## src/rtl/sum_accum.sv

```systemverilog
`default_nettype none
// ============================================================================
// Module  : sum_accum
// Brief   : Accumulates N adder sums per block and presents the total/mean.
// Revision: 1.0 - initial release
// ============================================================================
module sum_accum #(
  parameter int W  = 9,
  parameter int N  = 8,
  parameter int AW = 12
) (
  input  logic                 clk,
  input  logic                 rst,
  input  logic [W-1:0]         s,
  input  logic                 in_valid,
  output logic                 in_ready,
  output logic [AW-1:0]        total,
  output logic [AW-1:0]        mean,
  output logic                 ovf,
  output logic                 out_valid,
  input  logic                 out_ready,
  output logic [$clog2(N):0]   count
);

  localparam int SH = $clog2(N);
  localparam int CW = SH + 1;
  localparam logic [CW-1:0] LAST = CW'(N - 1);

  typedef enum logic [0:0] {
    ACC  = 1'b0,
    HOLD = 1'b1
  } state_t;

  state_t        state;
  logic [AW-1:0] acc;
  logic          acc_ovf;
  logic [AW:0]   sum;
  logic          xfer;

  // One extra bit on the add exposes the wrap that feeds the sticky flag.
  assign sum       = {1'b0, acc} + {{(AW + 1 - W){1'b0}}, s};
  assign xfer      = (state == ACC) && in_valid;
  assign in_ready  = (state == ACC);
  assign out_valid = (state == HOLD);
  assign mean      = total >> SH;

  always_ff @(posedge clk) begin
    if (rst) begin
      state   <= ACC;
      acc     <= '0;
      acc_ovf <= 1'b0;
      count   <= '0;
      total   <= '0;
      ovf     <= 1'b0;
    end else begin
      case (state)
        ACC: begin
          if (xfer) begin
            acc     <= sum[AW-1:0];
            acc_ovf <= acc_ovf | sum[AW];
            count   <= count + 1'b1;
            if (count == LAST) begin
              total <= sum[AW-1:0];
              ovf   <= acc_ovf | sum[AW];
              state <= HOLD;
            end
          end
        end
        HOLD: begin
          if (out_ready) begin
            state   <= ACC;
            acc     <= '0;
            acc_ovf <= 1'b0;
            count   <= '0;
            ovf     <= 1'b0;
          end
        end
        default: state <= ACC;
      endcase
    end
  end

endmodule
`default_nettype wire

```

## config.mk

```make
export PLATFORM = sky130hd
export DESIGN_NAME = sum_accum
export DESIGN_NICKNAME = d
export VERILOG_FILES = /design/src/rtl/sum_accum.sv
export SDC_FILE = /design/constraint.sdc
export NUM_CORES = 1
export LEC_CHECK = 0
export CAP_MARGIN = 20
export CORE_UTILIZATION = 45
export DETAILED_ROUTE_END_ITERATION = 8
export GPL_ROUTABILITY_DRIVEN = 1
export PLACE_DENSITY = 0.73
export SKIP_CTS_REPAIR_TIMING = 1
export SLEW_MARGIN = 20
export SYNTH_ARGS = -nofsm -noshare
export SYNTH_HDL_FRONTEND = slang
export SYNTH_SLANG_ARGS = --single-unit
export TNS_END_PERCENT = 5
```

## constraint.sdc

```tcl
create_clock -name clk -period 4.4 [get_ports clk]
set_clock_uncertainty 0.2 [all_clocks]
set_input_delay 1.1 -clock clk [delete_from_list [all_inputs] [get_ports clk]]
set_output_delay 1.1 -clock clk [all_outputs]
set_load 0.01 [all_outputs]
```

==> out/qor.yml <==
outcome: "finished clean"
hpwl_um: 2978
synth.top_cell.area_share_pct: 33.72
finalHoldViolCount: 0
rsz0062_at_grt: "no"
vias_per_cell: 5.660
hold_end: "total[2]"
cts_tree: "built"
path_class: "in -> reg"
path_clk_slew_ps: 60
antenna_found_initial: 0
cts_sinks: 31
synth_area_leaders: "dfxtp_1 (34%), ha_1 (6.8%), a21oi_1 (5.4%), buf_4 (4.9%), nand2_1 (4.5%)"
grt_remaining_overflow: 0
end_kind: "flip-flop"
clockBufferDepth: 2
synth_seq_cells: 31
drt-total-wl_um: 4240
worstHoldPathType: "reg -> reg"
utilization_pct: 60.24
area_delta_synth_final_pct: 24.34
drc_errors: 0
cap_viol_max_count: 0
synth_warnings: 0
grt_pass1_wl_um: 7189
vias: 1732
clk_latency_ps: 290
die_w_um: 65.96
relSlewSlack_pct: 60.11
gp_congestion: 0.7997
yosys.area.top_type: "dfxtp_1"
io_pins: 44
grt_pass1_vias: 1569
r2r_cells: 8
h-tree-depth: 2
fmax_mhz: 302.0
ys_seq_area_share_pct: 33.72
drt-pass1-iter-count: 4
fp.dieH_um: 65.96
cp.arrival_ps: 3340
finalSetupViolations: 0
synth_cell_types: 42
initial_core_util_pct: 48.45
portBuffers: 40
diodes: 0
avgSynthCellArea_um2: 8.002
cp_data_required_time_ps: 4430
setup_tns_ps: 0
fp.coreArea_um2: 3799
r2r_start: "acc[0]"
min_from: "total[2]"
die_area_um2: 4350
regToRegSetupSlack_ps: 2020
drtAntennaViolNets: 0
power_density_nw_per_um2: 293.0
cts_root_buffer: "clkbuf_8"
worst_pin_slew_ps: 597.1
whs_path_depth: 2
fin_crit_sh_pct: 75.26
drive_above_1_share_pct: 6.977
finalCriticalPeriod_ps: 3312
r2r_end: "total[10]"
synth_area_um2: 1841
peakVddDrop_mv: 0.2361
start_kind: "primary input"
crit_fanout: 7
p_leak_nw: 0.8780
grt_max_degree: 31
detail_route.wl_per_cell_um: 13.86
rows: 22
numCtsBuffers: 5
grt_use_total_pct: 22.17
fin_nets: 282
drv_slew: 0
synthCells: 230
drtIter0Drc: 57
==> layout by cell type (no fill, tap or decap), types with 7 or more instances in the layout <==
master,synthesis,layout
clkdlybuf4s50_1,0,40
dfxtp_1,31,31
nand2_1,22,22
a21oi_1,20,20
nor2_1,19,19
nand3_1,14,14
o21ai_0,10,10
ha_1,10,10
nor3_1,7,7
==> synth_stat cells <==
cell and count:
a31oi_1 4, ha_1 10, a21o_1 4, and3_1 3, buf_2 2, nand4_1 6, nand2_1 22, a32oi_1 1
and4_2 1, nand3_1 14, o21bai_1 1, nor2_1 19, or4_1 5, o211ai_1 2, nor3_1 7, and4b_1 1
nand2b_1 1, nor2b_1 1, o21ai_0 10, a22oi_1 5, o31a_4 1, o31ai_1 3, a21oi_1 20, a211oi_1 3
dfxtp_1 31, or2_2 2, clkbuf_1 11, inv_1 6, buf_1 1, xnor2_1 3, o2111ai_1 2, a311oi_1 1
o21a_1 5, nor2b_4 1, buf_4 12, o311ai_0 2, a221oi_1 1, nand4b_1 1, conb_1 1, fa_1 1
a211o_4 1, or3_1 2
==> worst max-delay path: stages <==
cell and delay [ps]:
clkdlybuf4s50_1 410, ha_1 210, inv_1 70, fa_1 260, nor2b_4 60, o31a_4 300, a211o_4 370, or4_1 480
nand3_1 90
==> cells by family (layout without fill, tap and decap cells) <==
family                   Yosys count  after routing  synth area share (%)
AND/OR/NAND/NOR                   86             86                 23.52
AO/OA/AOI/OAI                     66             66                 24.13
buffers and inverters             32             58                 9.109
flip-flops                        31             31                 33.72
adder cells (fa/ha/maj)           11             11                 7.886
XOR/XNOR                           3              3                 1.428
other                              1              3                0.2037
==> state kept, by name, summed over array words and instances (netlist names) <==
name and count:
acc_ovf 1, out_valid 1, ovf 1, total 12, count 4, acc 12
==> worst max path at each step <==
| stage | start | endpoint | cells after the start |
|---|---|---|---|
| 6_report | s[0] | total[10] | 9 |
| 5_1_grt | s[0] | acc[10] | 9 |
| 4_1_cts | s[0] | total[10] | 9 |
| 3_5_place_dp | s[0] | acc[10] | 9 |
| 3_3_place_gp | s[0] | total[10] | 9 |
| 2_1_floorplan | s[0] | acc[10] | 8 |
==> final cells by class <==
class / instances / area (µm²)
Inverter: 6 / 22.52
Tap cell: 48 / 60.06
Multi-Input combinational cell: 169 / 1060
Clock buffer: 6 / 82.58
Timing Repair Buffer: 45 / 437.9
Sequential cell: 31 / 620.6
Clock inverter: 1 / 5.005
Fill cell: 367 / 1510
==> where the power goes <==
part | switching (W) | leakage, nW | internal [W]
combinational | 0.0000792 | 0.579 | 0.0000625
clock | 0.000104 | 0.0470 | 0.000122
sequential | 0.00000957 | 0.252 | 0.000293
total | 0.000193 | 0.878 | 0.000478
==> metrics by stage <==
stage	setup WS (ps)	instance area (µm²)	hold slack, ps	cells	power [W]
floorplan	1319	1848	240.0	232	0.0004121
global placement	834.2	2201	245.7	299	0.0004459
detailed placement	795.0	2201	249.4	299	0.0004480
CTS	1089	2288	258.2	306	0.0006746
global route	996.2	2288	276.7	306	0.0007103
finish	1088	2288	256.3	306	0.0006706
==> routing by layer <==
metal	track usage, %	up-vias	wire [µm]
li1	-	881	-
met1	29.17	798	2081
met2	34.06	46	1890
met3	6.724	7	211
met4	7.713	0	57
met5	0	-	0
Power figures use the tool's default switching activity.
